$ cat config.mk
export PLATFORM = sky130hd
export DESIGN_NAME = div_seq_flat
export DESIGN_NICKNAME = d
export VERILOG_FILES = /design/src/rtl/div_seq_pkg.sv /design/src/rtl/div_seq_if.sv /design/src/rtl/div_step.sv /design/src/rtl/div_seq.sv /design/src/flat_wrapper.sv
export SDC_FILE = /design/constraint.sdc
export NUM_CORES = 1
export LEC_CHECK = 0
export CORE_MARGIN = 10
export CORE_UTILIZATION = 62
export CTS_CLUSTER_DIAMETER = 100
export DETAILED_ROUTE_END_ITERATION = 8
export PLACE_DENSITY = 0.89
export RECOVER_POWER = 25
export SYNTH_ARGS = -nofsm -noshare
export SYNTH_HDL_FRONTEND = slang
export SYNTH_SLANG_ARGS = --single-unit
$ cat constraint.sdc
create_clock -name clk -period 17.5 [get_ports clk]
set_input_delay 4.375 -clock clk [delete_from_list [all_inputs] [get_ports clk]]
set_output_delay 4.375 -clock clk [all_outputs]
set_load 0.03 [all_outputs]
$ cat src/rtl/div_seq_pkg.sv
// Shared definitions for the sequential divider: FSM state encoding and default width.
// Ports: none (package only).
// Imported by div_seq, div_step and div_seq_if.
package div_seq_pkg;

    // Default operand/result width; the iteration count equals this width.
    localparam int DIV_WIDTH = 32;

    // FSM state encoding shared with the CPU control unit.
    typedef enum logic [1:0] {
        ST_IDLE = 2'd0,
        ST_RUN  = 2'd1,
        ST_FIX  = 2'd2,
        ST_DONE = 2'd3
    } div_state_e;

endpackage : div_seq_pkg

$ cat src/rtl/div_seq_if.sv
// Start/done handshake and operand/result bus between the control unit and the divider.
// Signals: start, dividend, divisor (control unit -> divider);
//          busy, done, div_zero, hi, lo (divider -> control unit).
interface div_seq_if #(
    parameter int WIDTH = div_seq_pkg::DIV_WIDTH
);
    logic             start;
    logic [WIDTH-1:0] dividend;
    logic [WIDTH-1:0] divisor;
    logic             busy;
    logic             done;
    logic             div_zero;
    logic [WIDTH-1:0] hi;
    logic [WIDTH-1:0] lo;

    // Control unit side: issues the request and reads the results.
    modport master (
        output start, dividend, divisor,
        input  busy, done, div_zero, hi, lo
    );

    // Divider side.
    modport slave (
        input  start, dividend, divisor,
        output busy, done, div_zero, hi, lo
    );
endinterface : div_seq_if

$ cat src/rtl/div_step.sv
// One restoring-division step on unsigned magnitudes; purely combinational.
// Ports: rem_i/quot_i (current partial remainder and quotient shift register),
//        dmag_i (divisor magnitude), rem_o/quot_o (values after this step).
module div_step
    import div_seq_pkg::*;
#(
    parameter int WIDTH = DIV_WIDTH
) (
    input  logic [WIDTH-1:0] rem_i,
    input  logic [WIDTH-1:0] quot_i,
    input  logic [WIDTH-1:0] dmag_i,
    output logic [WIDTH-1:0] rem_o,
    output logic [WIDTH-1:0] quot_o
);

    // {rem, quot} shifted left by one: the dividend MSB still held in quot
    // moves into the remainder.
    logic [WIDTH:0] shifted;
    // Trial subtraction one bit wider than the operands. The remainder is
    // always below the divisor magnitude, which never exceeds 2^(WIDTH-1)
    // (|most negative value|), so the shifted remainder stays below 2^WIDTH
    // and bit WIDTH of the difference is a valid borrow/sign bit.
    logic [WIDTH:0] trial;
    logic           fits;

    always_comb begin
        shifted = {rem_i, quot_i[WIDTH-1]};
        trial   = shifted - {1'b0, dmag_i};
        fits    = ~trial[WIDTH];
        rem_o   = fits ? trial[WIDTH-1:0] : shifted[WIDTH-1:0];
        quot_o  = {quot_i[WIDTH-2:0], fits};
    end

endmodule : div_step

$ cat src/rtl/div_seq.sv
// Sequential signed divider (restoring, one quotient bit per clock) for the CPU DIV instruction.
// Latency: done pulses 33 cycles after the accepting edge (WIDTH steps + sign fix-up),
//          1 cycle after it for a zero divisor. start is ignored while busy.
// Ports: clk, reset (async, active-high); bus (div_seq_if.slave): start/dividend/divisor in,
//        busy/done/div_zero/hi (remainder)/lo (quotient) out, all outputs registered.
module div_seq
    import div_seq_pkg::*;
#(
    parameter int WIDTH = DIV_WIDTH
) (
    input  logic     clk,
    input  logic     reset,
    div_seq_if.slave bus
);

    localparam int             CW   = $clog2(WIDTH);
    localparam logic [CW-1:0]  LAST = CW'(WIDTH - 1);

    div_state_e       state_q;
    logic [CW-1:0]    cnt_q;
    logic [WIDTH-1:0] rem_q;      // partial remainder (magnitude)
    logic [WIDTH-1:0] quot_q;     // dividend magnitude shifting out, quotient shifting in
    logic [WIDTH-1:0] dmag_q;     // divisor magnitude
    logic             a_neg_q;    // dividend sign
    logic             b_neg_q;    // divisor sign
    logic             dz_q;       // current operation has a zero divisor
    logic             busy_q;
    logic             done_q;
    logic             div_zero_q;
    logic [WIDTH-1:0] hi_q;
    logic [WIDTH-1:0] lo_q;

    logic [WIDTH-1:0] rem_d;
    logic [WIDTH-1:0] quot_d;
    logic [WIDTH-1:0] dvd_mag;
    logic [WIDTH-1:0] dvs_mag;

    // Magnitudes of the raw operands. The most negative value negates to
    // itself, which read as unsigned is exactly its magnitude.
    always_comb begin
        dvd_mag = bus.dividend[WIDTH-1] ? (~bus.dividend + 1'b1) : bus.dividend;
        dvs_mag = bus.divisor[WIDTH-1]  ? (~bus.divisor + 1'b1)  : bus.divisor;
    end

    div_step #(
        .WIDTH (WIDTH)
    ) u_step (
        .rem_i  (rem_q),
        .quot_i (quot_q),
        .dmag_i (dmag_q),
        .rem_o  (rem_d),
        .quot_o (quot_d)
    );

    always_ff @(posedge clk or posedge reset) begin
        if (reset) begin
            state_q    <= ST_IDLE;
            cnt_q      <= '0;
            rem_q      <= '0;
            quot_q     <= '0;
            dmag_q     <= '0;
            a_neg_q    <= 1'b0;
            b_neg_q    <= 1'b0;
            dz_q       <= 1'b0;
            busy_q     <= 1'b0;
            done_q     <= 1'b0;
            div_zero_q <= 1'b0;
            hi_q       <= '0;
            lo_q       <= '0;
        end else begin
            case (state_q)
                ST_IDLE: begin
                    if (bus.start) begin
                        busy_q <= 1'b1;
                        if (bus.divisor == '0) begin
                            // Skip the iterations; hi/lo keep the previous result.
                            dz_q    <= 1'b1;
                            state_q <= ST_DONE;
                        end else begin
                            a_neg_q <= bus.dividend[WIDTH-1];
                            b_neg_q <= bus.divisor[WIDTH-1];
                            quot_q  <= dvd_mag;
                            dmag_q  <= dvs_mag;
                            rem_q   <= '0;
                            cnt_q   <= '0;
                            dz_q    <= 1'b0;
                            state_q <= ST_RUN;
                        end
                    end
                end

                ST_RUN: begin
                    rem_q  <= rem_d;
                    quot_q <= quot_d;
                    cnt_q  <= cnt_q + 1'b1;
                    if (cnt_q == LAST) begin
                        state_q <= ST_FIX;
                    end
                end

                ST_FIX: begin
                    // Quotient truncates toward zero; remainder follows the dividend sign.
                    lo_q    <= (a_neg_q ^ b_neg_q) ? (~quot_q + 1'b1) : quot_q;
                    hi_q    <= a_neg_q ? (~rem_q + 1'b1) : rem_q;
                    done_q  <= 1'b1;
                    state_q <= ST_DONE;
                end

                ST_DONE: begin
                    if (!done_q) begin
                        // Arrived straight from IDLE on a zero divisor: raise the
                        // pulse one edge later so the flag and done appear together
                        // one cycle after the accepting edge.
                        done_q     <= 1'b1;
                        div_zero_q <= dz_q;
                    end else begin
                        done_q     <= 1'b0;
                        div_zero_q <= 1'b0;
                        busy_q     <= 1'b0;
                        dz_q       <= 1'b0;
                        state_q    <= ST_IDLE;
                    end
                end

                default: begin
                    state_q <= ST_IDLE;
                end
            endcase
        end
    end

    assign bus.busy     = busy_q;
    assign bus.done     = done_q;
    assign bus.div_zero = div_zero_q;
    assign bus.hi       = hi_q;
    assign bus.lo       = lo_q;

endmodule : div_seq

$ cat src/flat_wrapper.sv
// flat-port wrapper written by rule: the top's interface ports become plain ports
module div_seq_flat import div_seq_pkg::*;
#(
    parameter int WIDTH = DIV_WIDTH
)
  (clk, reset, bus_start, bus_dividend, bus_divisor, bus_busy, bus_done, bus_div_zero, bus_hi, bus_lo);
  div_seq_if #(.WIDTH(WIDTH)) bus_i ();
  input  logic clk;
  input  logic reset;
  input wire logic [$bits(bus_i.start)-1:0] bus_start;
  input wire logic [$bits(bus_i.dividend)-1:0] bus_dividend;
  input wire logic [$bits(bus_i.divisor)-1:0] bus_divisor;
  output wire logic [$bits(bus_i.busy)-1:0] bus_busy;
  output wire logic [$bits(bus_i.done)-1:0] bus_done;
  output wire logic [$bits(bus_i.div_zero)-1:0] bus_div_zero;
  output wire logic [$bits(bus_i.hi)-1:0] bus_hi;
  output wire logic [$bits(bus_i.lo)-1:0] bus_lo;
  assign bus_i.start = bus_start;
  assign bus_i.dividend = bus_dividend;
  assign bus_i.divisor = bus_divisor;
  assign bus_busy = bus_i.busy;
  assign bus_done = bus_i.done;
  assign bus_div_zero = bus_i.div_zero;
  assign bus_hi = bus_i.hi;
  assign bus_lo = bus_i.lo;
  div_seq #(.WIDTH(WIDTH)) u_core (.clk(clk), .reset(reset), .bus(bus_i));
endmodule
# Word level (Yosys, flattened, before mapping)

Index checks and enable logic that the tools add are counted.

Register bits: 173
Output and inout port bits: 67
Logic and storage cells: 72

Reduce and logical (&&, ||, !) cells: 10
$add $sub $neg: 6
Bitwise logic cells: 7
Muxes and demuxes: 28
Equal/unequal tests: 8

Operators with widths:

| operator                                              | count |
|---|---|
| two-way mux 32 bit                                    | 9 |
| adder 32 x 1 -> 32 bit, second input constant         | 4 |
| NOT 32 bit                                            | 4 |
| one-hot mux 32 bit (2 select lines)                   | 2 |
| subtractor 33 x 32 -> 33 bit                          | 1 |
| logical NOT 32 bit                                    | 1 |
| AND reduction 3 bit                                   | 4 |
| two-way mux 5 bit                                     | 2 |
| one-hot mux 5 bit (2 select lines)                    | 1 |
| two-way mux 2 bit                                     | 4 |
| one-hot mux 2 bit (4 select lines)                    | 1 |
| two-way mux 1 bit                                     | 6 |
| one-hot mux 1 bit (2 select lines)                    | 3 |
| nonzero test 2 bit                                    | 3 |
| adder 5 x 1 -> 5 bit, second input constant           | 1 |
| equality test 5 bit, second input constant            | 1 |
| equality test 2 bit, second input constant            | 2 |
| inequality test 2 x 1 -> 1 bit, second input constant | 2 |
| inequality test 2 bit, second input constant          | 2 |
| equality test 2 x 1 -> 1 bit, second input constant   | 1 |
| logical NOT 2 bit                                     | 1 |
| NOT 1 bit                                             | 2 |
| AND reduction 2 bit                                   | 1 |
| XOR 1 bit                                             | 1 |

# Logic depth before layout (Yosys ltp)

Gate-level depths: netlist of run 1.

Word-level depth: 6
Gate-level depth with buffers: 14
Depth with buffers taken out: 11

# Modules after synthesis

Synthesis of run 1 repeated with hierarchy kept, for this count alone.

Cells, all modules: 1,385
Area total of the unflattened synthesis: 12,106.6 sq um

Modules (own cells, without submodules):

| module   | area each (sq um) | instances | cells each |
|---|---|---|---|
| div_seq  | 9,507.9           | 1         | 1,048 |
| div_step | 2,598.7           | 1         | 337 |

# Worst setup path after synthesis of run 1

OpenSTA, ideal clock, no wires.

Path kind: input -> register
Start: input port bus_dividend[20]
End: register u_core.quot_q[27]
Setup time: 0.125 ns
Path buffers: 0
Setup slack: 10.772 ns
Stages on the path: 8
Data arrival time: 6.604 ns
Cell sequence: or4_1 -> or3_1 -> or4_1 -> or3_1 -> o21ai_1 -> xor2_1 -> o21ai_0 -> mux2_2

Cells in the longest elaborated chain, start to end: 6

Ends and longest elaborated chain:

| item                                | RTL line           | RTL |
|---|---|---|
| start: declaration                  | flat_wrapper.sv:11 | `input wire logic [$bits(bus_i.dividend)-1:0] bus_dividend;` |
| NOT 32 bit                          | div_seq.sv:41      | `dvd_mag = bus.dividend[WIDTH-1] ? (~bus.dividend + 1'b1) : bus.dividend;` |
| adder 32 x 1 -> 32 bit              | div_seq.sv:41      |  |
| two-way mux 32 bit                  | div_seq.sv:41      |  |
| two-way mux 32 bit                  | div_seq.sv:75      | `if (bus.divisor == '0) begin` |
| two-way mux 32 bit                  | div_seq.sv:73      | `if (bus.start) begin` |
| one-hot mux 32 bit (2 select lines) | div_seq.sv:71      | `case (state_q)` |
| end signal: assignment              | div_seq.sv:82      | `quot_q <= dvd_mag;` |
| end signal: assignment              | div_seq.sv:94      | `quot_q <= quot_d;` |
| end: declaration                    | div_seq.sv:22      | `logic [WIDTH-1:0] quot_q;` |

Every way passes these cells. The select of a mux whose other input is x is not followed.
A chain may end at the register's enable or synchronous reset.

# Final worst setup path of run 1

Start: input port bus_divisor[18]
End: register u_core.rem_q[12]

Cells in the longest elaborated chain, start to end: 3

Ends and longest elaborated chain:

| item                                   | RTL line           | RTL |
|---|---|---|
| start: declaration                     | flat_wrapper.sv:12 | `input wire logic [$bits(bus_i.divisor)-1:0] bus_divisor;` |
| logical NOT 32 bit                     | div_seq.sv:75      |  |
| inequality test 2 bit (no source line) | --                 |  |
| AND reduction 3 bit (no source line)   | --                 |  |
| end signal: assignment                 | div_seq.sv:93      | `rem_q <= rem_d;` |
| end: declaration                       | div_seq.sv:21      | `logic [WIDTH-1:0] rem_q;` |

Every way passes these cells.

==> results of run 1 <==
[cell families (layout without fill, tap and decap cells)]
logic type | Yosys count | after routing
compound gates | 380 | 380
xor+xnor | 147 | 147
fa+ha+maj | 43 | 43
buf+inv | 133 | 237
flops | 173 | 173
mux | 41 | 41
simple gates | 448 | 448
[flip-flops by register name, indices dropped and copies added, names as in the netlist]
signal / count
u_core.a_neg_q: 1
u_core.b_neg_q: 1
u_core.bus.busy: 1
u_core.bus.div_zero: 1
u_core.bus.done: 1
u_core.bus.hi: 32
u_core.bus.lo: 32
u_core.cnt_q: 5
u_core.dmag_q: 32
u_core.dz_q: 1
u_core.quot_q: 32
u_core.rem_q: 32
u_core.state_q: 2
[worst register-to-register path: stages, from the launching register on]
cell	delay [ps]
dfrtp_1	410
inv_1	110
ha_1	270
clkbuf_1	3280
nor2_1	370
a21oi_1	320
[Yosys cell counts (6+ instances only)]
cell type	instances	share of area [%]
a21oi_1	134	5.9
xnor2_1	51	3.9
nand2b_1	10	0.55
inv_1	63	2.1
ha_1	42	4.6
nor4_1	8	0.44
clkbuf_1	54	1.8
o211ai_1	6	0.39
o41ai_1	16	1.2
dfrtp_1	173	38
nor2b_1	7	0.38
xor2_1	96	7.4
nand3_1	18	0.79
or3_1	13	0.71
nand2_1	169	5.6
mux2i_1	37	3.2
a31oi_1	8	0.44
nand4_1	15	0.82
o31ai_1	35	2.3
or4_1	13	0.85
nor3_1	19	0.83
nor2_1	149	4.9
a21o_1	6	0.39
o21ai_0	131	5.7
[per-layer routing]
layer	track usage, %	part of all wire [%]	up-vias
met5	0	0	-
met4	6.82	1.8	0
met3	5.54	10	42
met2	36.8	44	427
met1	35.4	44	4970
li1	-	-	4972
[final cells by class]
cell class                      count  area, µm²  area share (%)
Clock inverter                     13        151            1.13
Multi-Input combinational cell   1059       6560            48.9
Timing Repair Buffer              142       1400            10.4
Sequential cell                   173       4330            32.3
Clock buffer                       19        453            3.38
Tap cell                          229        287            2.14
Inverter                           63        238            1.77
[metrics by stage]
stage / power, mW / instances / hold WS [ps]
global placement: 1.91 / 1666 / 462
global route: 2.53 / 1698 / 522
finish: 2.36 / 1698 / 479
detailed placement: 1.95 / 1666 / 471
CTS: 2.35 / 1698 / 486
floorplan: 1.55 / 1365 / 443
[worst max-delay path by stage]
stage                        to  cells past startpoint       startpoint
2_1_floorplan    u_core.a_neg_q                      1            reset
3_3_place_gp   u_core.rem_q[27]                     10  bus_divisor[18]
3_5_place_dp   u_core.rem_q[10]                     10  bus_divisor[18]
4_1_cts        u_core.rem_q[12]                     10  bus_divisor[18]
5_1_grt        u_core.rem_q[24]                      3            reset
6_report       u_core.rem_q[12]                     10  bus_divisor[18]
[report_power, final]
part | leakage [nW] | switching, mW | internal [mW]
sequential | 2.13 | 0.151 | 0.561
clock | 0.294 | 0.170 | 0.221
combinational | 3.41 | 0.769 | 0.489
==> run metrics, run 1 <==
family with the most delay on the worst path=simple AND/OR/NAND/NOR gates; FF-to-FF path depth=5; Hold Buf Count CTS=0; fin worst setup slack=9510 ps; final hold vios=0; Yosys reg bits=173; Port Buf Inserts=133; setup TNS=0 ps; Post-Route WL=30,300 µm; Vias/cell=6.13; Hold Path Class=flip-flop to flip-flop; DRT antenna net count=0; largest family of logic cells by synthesized area=compound AO/OA/AOI/OAI gates; Cell Chain, Critical Path=clkdlybuf4s50_1 > nor4_1 > nor4b_1 > nand4_1 > nand3_2 > buf_4 > o21ai_0 > buf_4 > nand2_1 > o21ai_0; die area=0.0242 mm²; Die Height=156 µm; residual DRC count=0; Final setup viols=0; peak supply drop=157 µV; power density cells=176 mW/mm²; # rows=49; TritonCTS buffer count=17; Hold Path Depth=2; drt first-iter violations=1,050; Buf/Inv on CP=3; Setup crit start kind=primary input; layout cells sized above 1=4.15%; ys async rst share=100%; n_diodes=0; cell area after layout=0.0134 mm²; Starting Density=63.3%; Resized cells post-CTS=0; status=complete, but fails checks; adder-cell area share of the yosys netlist=4.78%; Finished Core Util=74.4%; Worst-Skew Late Latency=440 ps; Worst path max stage delay=700 ps; placement-stage cell area=0.0128 mm²; Post-synth EDFFs=0; Yosys cell types=65; first-pass GRT wire length=49,800 µm; xor and xnor area share after synthesis=11.3%; router iterations before antenna repair=5; initial antenna violation count=0; sequential area share after synthesis=37.9%; fraction of synthesized area in multiplexers=3.64%; GRT Total Usage=24.7%; failing checks=capacitance limit, slew limit; Most used DFF post-synth=dfrtp_1; clk root buf=clkbuf_16; crit path DAT=8250 ps; Post-Synthesis Cells=1,365; worst slew pin tran=4690 ps; RSZ-0062 raised after global routing=false; Worst-path clk slew=70 ps; I/O pin count=134; post-DP HPWL=22,600 µm; CP required=17,760 ps; H-tree Lvls=4; WL per Instance=17.9 µm; fill count=1,344; slowest CP cell=nor4_1; Post-Synth Simple-Gate Area=17.7%; syn_nets=1,475; most frequent cells in the layout=dfrtp_1, nand2_1, nor2_1, a21oi_1; CTS Sinks=173; Max-Cap Viols=2; Synth Area in Compound Gates=19.8%; Worst Skew=10.4 ps; r2r startpoint=u_core.state_q[0]; total number of vias=10,400; Max-slew headroom=-212%; area of the core=0.0180 mm²; CTS Buffer Depth=2; Net count, final=1,566; largest net degree at the start of global routing=126; kind of end point of the critical path=flip-flop; die width=156 µm; yosys warns=0; Setup Buffers After CTS=0; Fmax achieved=125 MHz; Final period util=45.7%; Endpoint, Worst Hold=u_core.dmag_q[16]; CTS tree=done; Synth Area per Inst=8.37 µm²; Mapped Area=0.0114 mm²; synthesis-to-layout area growth=17.4%; RR Endpoint=u_core.bus.hi[14]; max-slew violations=221; leakage=5.84 nW; Setup Slack @ Placement=9160 ps; global-route congestion overflow total=0; vias in the first global route=9,896; most common cell after layout, fill and taps aside=dfrtp_1; CP max FO=69; r2r setup slk=12,610 ps; Worst Hold Launch=u_core.dmag_q[16]; fin crit period=7990 ps; GPL Wtd Cong=0.926; Setup Crit Path Kind=primary input to flip-flop
Power figures use the tool's default switching activity.
==> inputs of run 2 (changes only) <==
Settings changed: CORE_UTILIZATION 62 to 52, PLACE_DENSITY 0.89 to 0.8.
Clock period 17.5 ns to 7.3 ns, I/O delays scaled along.
==> run metrics, run 2 (synthesis gave the netlist of run 1 again) <==
status=complete, but fails checks; failing checks=capacitance limit, slew limit; final hold vios=0 (unchanged); setup TNS=0 ps (unchanged); power density cells=416 mW/mm² (+140%); CP required=7570 ps (-10,190 ps); first-pass GRT wire length=49,100 µm (-1.4%); leakage=5.84 nW (+0.15%); Final period util=66.8%; peak supply drop=231 µV (+47%); Resized cells post-CTS=0 (unchanged); Vias/cell=5.75 (-6.2%); Max-slew headroom=-75.5% (+140 points); GPL Wtd Cong=0.937 (+1.2%); Die Height=168 µm (+8.0%); Combinational Power Share=52.7% (-0.6 points); H-tree Lvls=4 (unchanged); clock share of power=16.9% (+0.4 points); clk root buf=clkbuf_16; n_diodes=0 (unchanged); Setup crit start kind=primary input; # rows=54 (+10%); TritonCTS buffer count=17 (unchanged); Post-Route WL=29,900 µm (-1.3%); placement-stage cell area=0.0129 mm² (+0.50%); Worst-Skew Late Latency=440 ps (about the same); Max-Cap Viols=3 (+1); post-DP HPWL=23,000 µm (+1.8%); GRT Total Usage=20.6% (-4.1 points); crit path DAT=5150 ps (-3100 ps); internal power=2.98 mW (+130%); total number of vias=10,100 (-3.3%); Net count, final=1,566 (unchanged); CTS tree=done; Worst Skew=16.5 ps (+6.12 ps); largest net degree at the start of global routing=93 (-26%); CTS Sinks=173 (unchanged); worst hold slack=479 ps (+0.238 ps); fin crit period=4880 ps; vias in the first global route=9,507 (-3.9%); Switching Share=47.0% (+0.85 points); sequential share of power=30.4% (+0.3 points); Setup Buffers After CTS=0 (unchanged); initial antenna violation count=0 (unchanged); die area=0.0283 mm² (+17%); I/O pin count=134 (unchanged); Design Power=5.61 mW (+140%); Hold Path Depth=2 (unchanged); CTS Buffer Depth=2 (unchanged); global-route congestion overflow total=0 (unchanged); Psw=2.64 mW (+140%); FF-to-FF path depth=4 (-1); Port Buf Inserts=133 (unchanged); Worst-path clk slew=80 ps (about the same); Fmax achieved=205 MHz; area of the core=0.0217 mm² (+20%); max-slew violations=182 (-18%); Hold Buf Count CTS=0 (unchanged); layout cells sized above 1=4.15% (unchanged); synthesis-to-layout area growth=18.2%; CP max FO=27 (-61%); Hold Path Class=flip-flop to flip-flop; die width=168 µm (+8.0%); residual DRC count=0 (unchanged); DRT antenna net count=0 (unchanged); Starting Density=52.6% (-11 points); most common cell after layout, fill and taps aside=dfrtp_1; Setup Crit Path Kind=primary input to flip-flop; fill count=1,779 (+32%); RSZ-0062 raised after global routing=false; drt first-iter violations=898 (-14%); kind of end point of the critical path=flip-flop; worst slew pin tran=2630 ps (-2060 ps); WL per Instance=17.1 µm (-4.2%); most frequent cells in the layout=dfrtp_1, nand2_1, nor2_1, a21oi_1; router iterations before antenna repair=5 (unchanged); Final setup viols=0 (unchanged); cell area after layout=0.0135 mm² (+0.66%)
-- run 2: cell count changes in the layout (fill, tap and decap cells not counted), sizes merged --
cell      delta
clkinvlp     -2
bufinv       -2
inv          +4
clkbuf       -2
clkinv       +2
-- run 2: layout make-up --
| cell class | instances | area (µm²) | area share (%) |
|---|---|---|---|
| clock buffer | 17 | 425 | 3.15 |
| clock inverter | 15 | 204 | 1.51 |
| inverter | 63 | 238 | 1.76 |
| multi-input combinational | 1059 | 6560 | 48.6 |
| sequential | 173 | 4330 | 32.1 |
| tap | 280 | 350 | 2.60 |
| timing repair buffer | 142 | 1400 | 10.3 |
-- run 2: path summary, 6_finish.rpt --
check,start,endpoint,slack (ps)
max,bus_divisor[18],u_core.rem_q[26],2420
min in group asynchronous,reset,u_core.bus.lo[18],2400
min reg2reg,u_core.dmag_q[18],u_core.dmag_q[18],480
max in group asynchronous,reset,u_core.rem_q[19],3270
max reg2reg,u_core.state_q[0],u_core.bus.lo[0],2670
min,u_core.dmag_q[18],u_core.dmag_q[18],480
-- run 2: stage by stage --
step	cells	utilization [%]	worst slack, ps
after floorplan	1365	-	787
after global placement	1717	59.4	2140
after detailed placement	1717	59.4	2060
after CTS	1749	62.3	2520
after global routing	1749	62.2	2160
final	1749	62.2	2420
-- run 2: worst max-delay path, cell delays in order --
cell and delay, ps:
clkdlybuf4s50_1 480, nor4_1 770, nor4b_1 380, nand4_1 350, nand3_2 180, o21ai_0 90, buf_4 200, nand2_1 610
o311ai_0 240
-- run 2: metal layers --
metal	GRT usage, %	wire length (µm)	share of wire, %
met5	0	0	0
met4	4.35	202	0.67
met3	3.80	2030	6.8
met2	31.2	13300	45
met1	29.9	14400	48
-- run 2: power by group through the flow --
stage | sequential, mW | combinational (mW) | clock (mW)
after floorplan | 1.94 | 1.78 | 0
after global placement | 1.69 | 2.88 | 0
after detailed placement | 1.71 | 2.95 | 0
after CTS | 1.70 | 2.97 | 0.954
after global routing | 1.76 | 3.27 | 0.996
final | 1.71 | 2.96 | 0.946
